===== src/rtl/mm_game_sequencer_if.sv =====
// Signal bundle between the mastermind game sequencer and its surroundings
// (board buttons and the guess core).
// The master modport is the sequencer's side of the bundle.
// The slave modport is the board/core side.
interface mm_game_sequencer_if #(
  parameter int CNT_W = 8
);
  logic             BtnStart;
  logic             ans_load;
  logic [11:0]      ans_value;
  logic             q_Check;
  logic             q_DoneC;
  logic             q_DoneNC;
  logic [11:0]      current_guess;
  logic             core_reset;
  logic [11:0]      correct_answer;
  logic [2:0]       exact_cnt;
  logic [2:0]       partial_cnt;
  logic             fb_valid;
  logic             busy;
  logic             game_over;
  logic             overrun;
  logic [CNT_W-1:0] wins;
  logic [CNT_W-1:0] losses;

  modport master (
    input  BtnStart, ans_load, ans_value, q_Check, q_DoneC, q_DoneNC, current_guess,
    output core_reset, correct_answer, exact_cnt, partial_cnt, fb_valid, busy,
           game_over, overrun, wins, losses
  );

  modport slave (
    output BtnStart, ans_load, ans_value, q_Check, q_DoneC, q_DoneNC, current_guess,
    input  core_reset, correct_answer, exact_cnt, partial_cnt, fb_valid, busy,
           game_over, overrun, wins, losses
  );
endinterface


===== src/rtl/mm_game_sequencer.sv =====
// Mastermind game sequencer.
// It picks the secret and re-arms the guess core at each game start.
// Each checked guess is scored serially: 4 exact cycles, 16 partial cycles,
// then 1 report cycle.
// It keeps saturating win/loss tallies.
module mm_game_sequencer #(
  parameter logic [15:0] LFSR_SEED       = 16'hACE1,
  parameter int          CORE_RST_CYCLES = 2,
  parameter int          CNT_W           = 8
) (
  input  logic                 Clk,
  input  logic                 Reset,
  mm_game_sequencer_if.master  bus
);

  localparam int ARM_W = (CORE_RST_CYCLES > 1) ? $clog2(CORE_RST_CYCLES) : 1;
  localparam logic [ARM_W-1:0] ARM_LAST = ARM_W'(CORE_RST_CYCLES - 1);

  typedef enum logic [2:0] {
    S_IDLE   = 3'd0,
    S_ARM    = 3'd1,
    S_WAIT   = 3'd2,
    S_EXACT  = 3'd3,
    S_PART   = 3'd4,
    S_REPORT = 3'd5,
    S_OVER   = 3'd6
  } state_e;

  // Colour field k of a packed 4-field word.
  function automatic logic [2:0] fld(input logic [11:0] v, input logic [1:0] k);
    logic [2:0] r;
    case (k)
      2'd0:    r = v[2:0];
      2'd1:    r = v[5:3];
      2'd2:    r = v[8:6];
      2'd3:    r = v[11:9];
      default: r = 3'd0;
    endcase
    return r;
  endfunction

  // Empty (zero) fields are not legal colours; force them to colour 7.
  function automatic logic [11:0] map_secret(input logic [11:0] v);
    logic [11:0] r;
    r = v;
    for (int k = 0; k < 4; k++) begin
      if (v[3*k +: 3] == 3'd0) begin
        r[3*k +: 3] = 3'd7;
      end else begin
        r[3*k +: 3] = v[3*k +: 3];
      end
    end
    return r;
  endfunction

  // Saturating tally increment.
  function automatic logic [CNT_W-1:0] sat_inc(input logic [CNT_W-1:0] v);
    return (v == {CNT_W{1'b1}}) ? v : v + CNT_W'(1);
  endfunction

  state_e           state_q, state_d;
  logic [15:0]      lfsr_q, lfsr_d;
  logic [11:0]      secret_q, secret_d;
  logic [11:0]      guess_q, guess_d;
  logic [3:0]       idx_q, idx_d;
  logic [ARM_W-1:0] arm_cnt_q, arm_cnt_d;
  logic [3:0]       ex_flag_q, ex_flag_d;
  logic [3:0]       matched_q, matched_d;
  logic [3:0]       used_q, used_d;
  logic [2:0]       acc_e_q, acc_e_d;
  logic [2:0]       acc_p_q, acc_p_d;
  logic [2:0]       exact_cnt_q, exact_cnt_d;
  logic [2:0]       partial_cnt_q, partial_cnt_d;
  logic             fb_valid_q, fb_valid_d;
  logic             overrun_q, overrun_d;
  logic             pend_c_q, pend_c_d;
  logic             pend_nc_q, pend_nc_d;
  logic [CNT_W-1:0] wins_q, wins_d;
  logic [CNT_W-1:0] losses_q, losses_d;
  logic             busy_q, game_over_q, core_reset_q;

  logic       start_s, scoring_s, tracking_s, done_c_s, done_nc_s, hit_s;
  logic [1:0] pi_s, pj_s;

  // Next-state, scoring datapath and tally logic.
  always_comb begin
    state_d       = state_q;
    lfsr_d        = {lfsr_q[14:0], lfsr_q[15] ^ lfsr_q[13] ^ lfsr_q[12] ^ lfsr_q[10]};
    secret_d      = secret_q;
    guess_d       = guess_q;
    idx_d         = idx_q;
    arm_cnt_d     = arm_cnt_q;
    ex_flag_d     = ex_flag_q;
    matched_d     = matched_q;
    used_d        = used_q;
    acc_e_d       = acc_e_q;
    acc_p_d       = acc_p_q;
    exact_cnt_d   = exact_cnt_q;
    partial_cnt_d = partial_cnt_q;
    fb_valid_d    = 1'b0;
    wins_d        = wins_q;
    losses_d      = losses_q;

    start_s    = bus.BtnStart && (state_q != S_ARM);
    scoring_s  = (state_q == S_EXACT) || (state_q == S_PART) || (state_q == S_REPORT);
    tracking_s = scoring_s || (state_q == S_WAIT);
    done_c_s   = pend_c_q || bus.q_DoneC;
    done_nc_s  = pend_nc_q || bus.q_DoneNC;
    pi_s       = idx_q[3:2];
    pj_s       = idx_q[1:0];
    hit_s      = !ex_flag_q[pi_s] && !matched_q[pi_s] && !ex_flag_q[pj_s] && !used_q[pj_s]
                 && (fld(guess_q, pi_s) == fld(secret_q, pj_s));

    overrun_d = overrun_q || (scoring_s && bus.q_Check);
    pend_c_d  = pend_c_q || (tracking_s && bus.q_DoneC);
    pend_nc_d = pend_nc_q || (tracking_s && bus.q_DoneNC);

    if (start_s) begin
      // A start outside ARM always begins a fresh game; any game in flight is dropped.
      state_d   = S_ARM;
      secret_d  = map_secret(bus.ans_load ? bus.ans_value : lfsr_q[11:0]);
      arm_cnt_d = '0;
      overrun_d = 1'b0;
      pend_c_d  = 1'b0;
      pend_nc_d = 1'b0;
    end else begin
      case (state_q)
        S_IDLE: state_d = S_IDLE;
        S_ARM: begin
          if (arm_cnt_q == ARM_LAST) begin
            state_d   = S_WAIT;
            arm_cnt_d = '0;
          end else begin
            arm_cnt_d = arm_cnt_q + ARM_W'(1);
          end
        end
        S_WAIT: begin
          if (done_c_s) begin
            wins_d    = sat_inc(wins_q);
            state_d   = S_OVER;
            pend_c_d  = 1'b0;
            pend_nc_d = 1'b0;
          end else if (done_nc_s) begin
            losses_d  = sat_inc(losses_q);
            state_d   = S_OVER;
            pend_c_d  = 1'b0;
            pend_nc_d = 1'b0;
          end else if (bus.q_Check) begin
            guess_d   = bus.current_guess;
            ex_flag_d = 4'b0000;
            matched_d = 4'b0000;
            used_d    = 4'b0000;
            acc_e_d   = 3'd0;
            acc_p_d   = 3'd0;
            idx_d     = 4'd0;
            state_d   = S_EXACT;
          end else begin
            state_d = S_WAIT;
          end
        end
        S_EXACT: begin
          ex_flag_d[pj_s] = (fld(guess_q, pj_s) == fld(secret_q, pj_s));
          acc_e_d         = acc_e_q + {2'b00, ex_flag_d[pj_s]};
          if (pj_s == 2'd3) begin
            idx_d   = 4'd0;
            state_d = S_PART;
          end else begin
            idx_d = idx_q + 4'd1;
          end
        end
        S_PART: begin
          // i = idx[3:2] (guess position), j = idx[1:0] (secret position); lowest j wins.
          if (hit_s) begin
            acc_p_d         = acc_p_q + 3'd1;
            used_d[pj_s]    = 1'b1;
            matched_d[pi_s] = 1'b1;
          end else begin
            acc_p_d = acc_p_q;
          end
          if (idx_q == 4'd15) begin
            idx_d   = 4'd0;
            state_d = S_REPORT;
          end else begin
            idx_d = idx_q + 4'd1;
          end
        end
        S_REPORT: begin
          exact_cnt_d   = acc_e_q;
          partial_cnt_d = acc_p_q;
          fb_valid_d    = 1'b1;
          if (done_c_s) begin
            wins_d    = sat_inc(wins_q);
            state_d   = S_OVER;
            pend_c_d  = 1'b0;
            pend_nc_d = 1'b0;
          end else if (done_nc_s) begin
            losses_d  = sat_inc(losses_q);
            state_d   = S_OVER;
            pend_c_d  = 1'b0;
            pend_nc_d = 1'b0;
          end else begin
            state_d = S_WAIT;
          end
        end
        S_OVER:  state_d = S_OVER;
        default: state_d = S_IDLE;
      endcase
    end
  end

  // State, datapath and registered outputs; Reset returns everything to power-up values.
  always_ff @(posedge Clk or posedge Reset) begin
    if (Reset) begin
      state_q       <= S_IDLE;
      lfsr_q        <= LFSR_SEED;
      secret_q      <= 12'd0;
      guess_q       <= 12'd0;
      idx_q         <= 4'd0;
      arm_cnt_q     <= '0;
      ex_flag_q     <= 4'd0;
      matched_q     <= 4'd0;
      used_q        <= 4'd0;
      acc_e_q       <= 3'd0;
      acc_p_q       <= 3'd0;
      exact_cnt_q   <= 3'd0;
      partial_cnt_q <= 3'd0;
      fb_valid_q    <= 1'b0;
      overrun_q     <= 1'b0;
      pend_c_q      <= 1'b0;
      pend_nc_q     <= 1'b0;
      wins_q        <= '0;
      losses_q      <= '0;
      busy_q        <= 1'b0;
      game_over_q   <= 1'b0;
      core_reset_q  <= 1'b0;
    end else begin
      state_q       <= state_d;
      lfsr_q        <= lfsr_d;
      secret_q      <= secret_d;
      guess_q       <= guess_d;
      idx_q         <= idx_d;
      arm_cnt_q     <= arm_cnt_d;
      ex_flag_q     <= ex_flag_d;
      matched_q     <= matched_d;
      used_q        <= used_d;
      acc_e_q       <= acc_e_d;
      acc_p_q       <= acc_p_d;
      exact_cnt_q   <= exact_cnt_d;
      partial_cnt_q <= partial_cnt_d;
      fb_valid_q    <= fb_valid_d;
      overrun_q     <= overrun_d;
      pend_c_q      <= pend_c_d;
      pend_nc_q     <= pend_nc_d;
      wins_q        <= wins_d;
      losses_q      <= losses_d;
      busy_q        <= (state_d == S_ARM) || (state_d == S_EXACT) ||
                       (state_d == S_PART) || (state_d == S_REPORT);
      game_over_q   <= (state_d == S_OVER);
      core_reset_q  <= (state_d == S_ARM);
    end
  end

  assign bus.core_reset     = core_reset_q;
  assign bus.correct_answer = secret_q;
  assign bus.exact_cnt      = exact_cnt_q;
  assign bus.partial_cnt    = partial_cnt_q;
  assign bus.fb_valid       = fb_valid_q;
  assign bus.busy           = busy_q;
  assign bus.game_over      = game_over_q;
  assign bus.overrun        = overrun_q;
  assign bus.wins           = wins_q;
  assign bus.losses         = losses_q;

endmodule

===== src/flat_wrapper.sv =====
// flat-port wrapper written by rule: the top's interface ports become plain ports
module mm_game_sequencer_flat 
#(
  parameter logic [15:0] LFSR_SEED       = 16'hACE1,
  parameter int          CORE_RST_CYCLES = 2,
  parameter int          CNT_W           = 8
)
  (Clk, Reset, bus_BtnStart, bus_ans_load, bus_ans_value, bus_q_Check, bus_q_DoneC, bus_q_DoneNC, bus_current_guess, bus_core_reset, bus_correct_answer, bus_exact_cnt, bus_partial_cnt, bus_fb_valid, bus_busy, bus_game_over, bus_overrun, bus_wins, bus_losses);
  mm_game_sequencer_if #(.CNT_W(CNT_W)) bus_i ();
  input  logic Clk;
  input  logic Reset;
  input wire logic [$bits(bus_i.BtnStart)-1:0] bus_BtnStart;
  input wire logic [$bits(bus_i.ans_load)-1:0] bus_ans_load;
  input wire logic [$bits(bus_i.ans_value)-1:0] bus_ans_value;
  input wire logic [$bits(bus_i.q_Check)-1:0] bus_q_Check;
  input wire logic [$bits(bus_i.q_DoneC)-1:0] bus_q_DoneC;
  input wire logic [$bits(bus_i.q_DoneNC)-1:0] bus_q_DoneNC;
  input wire logic [$bits(bus_i.current_guess)-1:0] bus_current_guess;
  output wire logic [$bits(bus_i.core_reset)-1:0] bus_core_reset;
  output wire logic [$bits(bus_i.correct_answer)-1:0] bus_correct_answer;
  output wire logic [$bits(bus_i.exact_cnt)-1:0] bus_exact_cnt;
  output wire logic [$bits(bus_i.partial_cnt)-1:0] bus_partial_cnt;
  output wire logic [$bits(bus_i.fb_valid)-1:0] bus_fb_valid;
  output wire logic [$bits(bus_i.busy)-1:0] bus_busy;
  output wire logic [$bits(bus_i.game_over)-1:0] bus_game_over;
  output wire logic [$bits(bus_i.overrun)-1:0] bus_overrun;
  output wire logic [$bits(bus_i.wins)-1:0] bus_wins;
  output wire logic [$bits(bus_i.losses)-1:0] bus_losses;
  assign bus_i.BtnStart = bus_BtnStart;
  assign bus_i.ans_load = bus_ans_load;
  assign bus_i.ans_value = bus_ans_value;
  assign bus_i.q_Check = bus_q_Check;
  assign bus_i.q_DoneC = bus_q_DoneC;
  assign bus_i.q_DoneNC = bus_q_DoneNC;
  assign bus_i.current_guess = bus_current_guess;
  assign bus_core_reset = bus_i.core_reset;
  assign bus_correct_answer = bus_i.correct_answer;
  assign bus_exact_cnt = bus_i.exact_cnt;
  assign bus_partial_cnt = bus_i.partial_cnt;
  assign bus_fb_valid = bus_i.fb_valid;
  assign bus_busy = bus_i.busy;
  assign bus_game_over = bus_i.game_over;
  assign bus_overrun = bus_i.overrun;
  assign bus_wins = bus_i.wins;
  assign bus_losses = bus_i.losses;
  mm_game_sequencer #(.LFSR_SEED(LFSR_SEED), .CORE_RST_CYCLES(CORE_RST_CYCLES), .CNT_W(CNT_W)) u_core (.Clk(Clk), .Reset(Reset), .bus(bus_i));
endmodule

===== config.mk =====
export PLATFORM = sky130hd
export DESIGN_NAME = mm_game_sequencer_flat
export DESIGN_NICKNAME = d
export VERILOG_FILES = /design/src/rtl/mm_game_sequencer_if.sv /design/src/rtl/mm_game_sequencer.sv /design/src/flat_wrapper.sv
export SDC_FILE = /design/constraint.sdc
export NUM_CORES = 1
export LEC_CHECK = 0
export ABC_AREA = 1
export ABC_CLOCK_PERIOD_IN_PS = 7420
export CORE_MARGIN = 2
export CORE_UTILIZATION = 59
export CTS_CLUSTER_SIZE = 25
export DETAILED_ROUTE_END_ITERATION = 16
export PLACE_DENSITY = 0.85
export SYNTH_ARGS = -nofsm -noshare
export SYNTH_HDL_FRONTEND = slang
export SYNTH_SLANG_ARGS = --single-unit

===== constraint.sdc =====
create_clock -name Clk -period 7.42 [get_ports Clk]
set_input_delay 1.484 -clock Clk [delete_from_list [all_inputs] [get_ports Clk]]
set_output_delay 1.484 -clock Clk [all_outputs]
set_load 0.02 [all_outputs]

# After elaboration in Yosys (flattened, before gate mapping)
# Index checks and enable logic that the tools add are counted.
# totals
reg_bits,95
in_bits,31
output_inout_bits,39
wordCells,180
# classes
addsub,6
n_lt_le_gt_ge,4
n_eq_ne,27
muxes,68
bitwise,10
n_reduce_logical,43
# ops
operator,count
$mux 3,20
$pmux 3 s4,3
$mux 4,7
$pmux 4 s2,3
$mux 1,22
$reduce_and 5->1,4
$eq 3x3->1 const B,6
$pmux 3 s6,1
$add 8x1->8 const B,2
$eq 8x8->1 const B,2
$logic_not 3->1,4
$mux 12,1
$pmux 3 s2,2
$pmux 4 s3,1
$logic_or 1x1->1,11
$bmux 1 s2,5
$logic_and 1x1->1,10
$eq 3x2->1 const B,3
$eq 2x2->1 const B,4
$or 4x4->4,2
$eq 3x1->1 const B,2
$eq 3x3->1,2
$lt 2x3->1 const B,2
$ne 2x2->1 const B,3
other kinds (21),36

# Longest topological paths before layout
# depth
depth_word,10
depth_mapped,19

# Worst setup path after synthesis
# OpenSTA, ideal clock, no wires.
# synth_path
path_kind,input port to flip-flop
start,in bus_q_DoneC
end,reg u_core.guess_q[0]
setup_ps,128
t_arrival_ps,2566
required_ps,7292
slack_ps,4726
path_stages,6
path_buffers,1
path_cell_list,nor2_4 > nand2_1 > nor3_2 > nand2_2 > buf_2 > mux2_1
# synth_via
elab_chain_len,3
# synth_lines
item,line_no,text
start: declaration,flat_wrapper.sv:16,input wire logic [$bits(bus_i.q_DoneC)-1:0] bus_q_DoneC;
$logic_or 1x1->1,mm_game_sequencer.sv:107,done_c_s = pend_c_q || bus.q_DoneC;
$not 1->1 (no source line),-,
$reduce_and 5->1 (no source line),-,
end signal: assignment,mm_game_sequencer.sv:240,guess_q <= guess_d;
end: declaration,mm_game_sequencer.sv:64,"logic [11:0] guess_q, guess_d;"
# No other way between the ends.
# A chain may end at the register's enable or synchronous reset.

# Worst setup path after layout
# layout_path
start,in bus_q_DoneC
end,reg u_core.acc_p_q[1]
# layout_via
elab_chain_len,3
# layout_lines
item,line_no,text
$logic_or 1x1->1,mm_game_sequencer.sv:107,
$ne 2x2->1 (no source line),-,
$reduce_and 6->1 (no source line),-,
end signal: assignment,mm_game_sequencer.sv:247,acc_p_q <= acc_p_d;
end: declaration,mm_game_sequencer.sv:71,"logic [2:0] acc_p_q, acc_p_d;"
# No other way between the ends.

==> results.sh <==
export IMPL_switching_power_uw=855
export IMPL_crit_end="u_core.acc_p_q[1]$_DFFE_PP0P_"
export IMPL_cp_start_kind="input port"
export IMPL_final_nets=669
export IMPL_reg2reg_slack_ns=4.28
export IMPL_timing_rr_end="u_core.acc_e_q[1]$_DFFE_PP0P_"
export IMPL_fin_skew_ns=0.0110
export IMPL_worst_setup_path_type="in -> reg"
export IMPL_critical_path_arrival_ns=3.43
export IMPL_max_vdd_ir_drop_mv=0.201
export IMPL_core_rowCount=32
export IMPL_cts_setup_buffers=0
export IMPL_drc=0
export IMPL_initial_core_util_pct=61.6
export IMPL_crit_start="bus_q_DoneC"
export IMPL_yosysTopAreaCell="dfrtp_1"
export IMPL_h_tree_depth=3
export IMPL_period_minus_slack_ns=3.17
export IMPL_endpoint_kind="flop"
export IMPL_synth_top_family_by_area="simple AND/OR/NAND/NOR gates"
export IMPL_yosysMostFrequentCell="nand2_1"
export IMPL_power_share_switching_pct=42.3
export IMPL_post_route_cell_area_mm2=0.00577
export IMPL_synthFlopType="dfrtp_1"
export IMPL_seq_area_frac_synth_pct=49.6
export IMPL_synth_edf_count=0
export IMPL_num_vias=3989
export IMPL_antenna_found_initial=0
export IMPL_cts_buffers=9
export IMPL_overflow=0
export IMPL_synth_simple_gate_area_share_pct=25.0
export IMPL_synth_async_sr_flop_share_pct=100
export IMPL_synth_xor_area_share_pct=3.28
export IMPL_synth_avg_cell_area_um2=8.62
export IMPL_yosys_area_top_type_share_pct=45.3
export IMPL_synth_fp_nets=600
export IMPL_dpl_cell_area_mm2=0.00557
export IMPL_drv_cap=0
export IMPL_antennaDiodeCount=0
export IMPL_final_setup_viol_count=0
export IMPL_slew_headroom_pct=46.5
export IMPL_io_pins=70
export IMPL_tightestPinTransition_ns=0.803
export IMPL_cts_clk_slew_worst_paths_ns=0.09
export IMPL_syn_inst=558
export IMPL_finalSetupTns_ns=0
export IMPL_min_path_type="reg -> reg"
export IMPL_coreArea_mm2=0.00781
export IMPL_wirelength_mm=10.9
export IMPL_synthAdderAreaFrac_pct=2.86
export IMPL_power_per_cell_area_mw_per_mm2=350
export IMPL_grt_max_degree=66
export IMPL_required_ns=7.67
export IMPL_pwr_share_clk_pct=17.3
export IMPL_min_period_over_period_pct=42.8
export IMPL_first_iter_violations=237
export IMPL_ant_nets=0
export IMPL_p_leak_uw=0.00280
export IMPL_ctsLongestPathBuffers=2
export IMPL_synthTopCellsByArea="dfrtp_1, nand2_1, nor2_1, dfstp_2, inv_1"
export IMPL_synth_compound_area_share_pct=8.74
export IMPL_comb_power_share_pct=44.6
export IMPL_p_int_uw=1170
export IMPL_worstPathMaxFanout=14
export IMPL_grt_pass1_wl_mm=18.6
export IMPL_netlist_area_mm2=0.00481
export IMPL_via_per_inst=5.43
export IMPL_p_seq_share_pct=38.1
export IMPL_port_buffers=69
export IMPL_cts_sinks=95
export IMPL_post_cts_resized=0
export IMPL_clk_latency_ns=0.37
export IMPL_tritoncts="done"
export IMPL_root_buffer="clkbuf_8"
export IMPL_final_hold_violation_count=0
export IMPL_drive_gt1_share_pct=9.18
export IMPL_dr_pass1_iters=9
export IMPL_track_usage_pct=26.8
export IMPL_die_w_um=94.3
export IMPL_yosys_mux_area_fraction_pct=4.71
export IMPL_die_h_um=94.3
export IMPL_status="finished clean"
export IMPL_routedWlPerCell_um=14.9
export IMPL_gp_congestion=0.923
export IMPL_ys_types=40
export IMPL_synth_seq_cells=95
export IMPL_dpl_hpwl_mm=8.05
export IMPL_yosys_top_cells_count="nand2_1, dfrtp_1, nor2_1, inv_1, nand3_1"
export IMPL_hp_start="u_core.lfsr_q[14]$_DFF_PP0_"
export IMPL_nFillCells=625
export IMPL_final_cell_count_no_fill=734
export IMPL_yosysWarnings=0
export IMPL_grt_pass1_vias=4049
export IMPL_placed_cells=718
export IMPL_die_area_mm2=0.00889
export IMPL_fmax_mhz=315
export IMPL_drv_slew=0
export IMPL_grt_setup_unrepaired="no"
export IMPL_hold_buffers=0
export IMPL_area_delta_synth_final_pct=19.9
export IMPL_r2r_start="u_core.idx_q[0]$_DFFE_PP0P_"
export IMPL_reg2reg_depth=15
==> power groups by stage <==
| stage | logic, uW | registers, uW | clock network, uW |
|---|---|---|---|
| floorplan | 541 | 829 | 0 |
| global placement | 857 | 773 | 0 |
| detailed placement | 888 | 777 | 0 |
| CTS | 898 | 769 | 353 |
| global route | 996 | 788 | 372 |
| finish | 900 | 771 | 349 |
==> cells in the final DEF (no fill, tap or decap), types with 4 or more instances in the layout <==
master / instances
nand2_1: 147
dfrtp_1: 87
clkdlybuf4s50_1: 69
nor2_1: 63
inv_1: 50
nand3_1: 34
o21ai_0: 26
a21oi_1: 12
xor2_1: 12
ha_1: 11
mux2_2: 9
clkbuf_8: 9
o22a_1: 8
mux2i_1: 8
dfstp_2: 8
nor2_2: 7
nand4_1: 6
xnor2_1: 6
o21bai_1: 6
inv_2: 5
nand2_2: 5
o22ai_1: 5
a31oi_1: 4
and2_1: 4
mux2_1: 4
==> sequential cells by signal (all words and copies together), names as in the netlist, 3 cells and up <==
signal	flops
u_core.lfsr_q	16
u_core.bus.correct_answer	12
u_core.guess_q	12
u_core.bus.losses	8
u_core.bus.wins	8
u_core.ex_flag_q	4
u_core.idx_q	4
u_core.matched_q	4
u_core.used_q	4
u_core.acc_e_q	3
u_core.acc_p_q	3
u_core.bus.exact_cnt	3
u_core.bus.partial_cnt	3
u_core.state_q	3
==> stage by stage <==
| step | setup slack (ns) | utilization, % | power [uW] | hold slack [ns] |
|---|---|---|---|---|
| floorplan | 3.47 | - | 1370 | 0.333 |
| global placement | 3.94 | 71.3 | 1630 | 0.340 |
| detailed placement | 3.86 | 71.3 | 1670 | 0.338 |
| CTS | 4.25 | 73.9 | 2020 | 0.372 |
| global route | 4.01 | 73.9 | 2160 | 0.381 |
| finish | 4.25 | 73.9 | 2020 | 0.369 |
==> final cells by class <==
class / instances / area [um^2] / area share (%)
inverters: 56 / 211 / 3.67
clock buffers: 10 / 128 / 2.21
well taps: 102 / 128 / 2.21
clock inverters: 6 / 70.1 / 1.21
multi-input cells: 395 / 2150 / 37.2
repair buffers: 70 / 698 / 12.1
flip-flops and latches: 95 / 2390 / 41.4
==> critical path, stage by stage <==
cell	delay, ns
clkdlybuf4s50_1	0.46
nor2_4	0.21
nand2_1	0.13
o21bai_1	0.14
inv_1	0.06
nor2_2	0.42
nand2_1	0.34
nand2_1	0.13
nand2_1	0.07
==> layer usage <==
metal	GRT usage [%]	wire length, um
met5	0	0
met2	43.9	5250
met4	12.2	323
met3	4.90	599
met1	35.0	4730
==> worst min-delay path by stage <==
| stage | end | slack [ns] | cells after the start |
|---|---|---|---|
| after floorplan | u_core.lfsr_q[15]$_DFF_PP1_ | 0.33 | 0 |
| after global placement | u_core.lfsr_q[15]$_DFF_PP1_ | 0.34 | 0 |
| after detailed placement | u_core.lfsr_q[15]$_DFF_PP1_ | 0.34 | 0 |
| after CTS | u_core.lfsr_q[15]$_DFF_PP1_ | 0.37 | 0 |
| after global routing | u_core.lfsr_q[6]$_DFF_PP1_ | 0.38 | 0 |
| final | u_core.lfsr_q[15]$_DFF_PP1_ | 0.37 | 0 |
==> logic make-up (layout without fill, tap and decap cells) <==
| logic type | after synthesis | after routing |
|---|---|---|
| AOI/OAI and AO/OA | 67 | 67 |
| adders and majority gates | 11 | 11 |
| and+or+nand+nor | 278 | 278 |
| muxes | 21 | 21 |
| DFF | 95 | 95 |
| xor gates and xnor gates | 18 | 18 |
| buffers and inverters | 68 | 142 |
No activity file was read; power rests on OpenSTA's default activity.
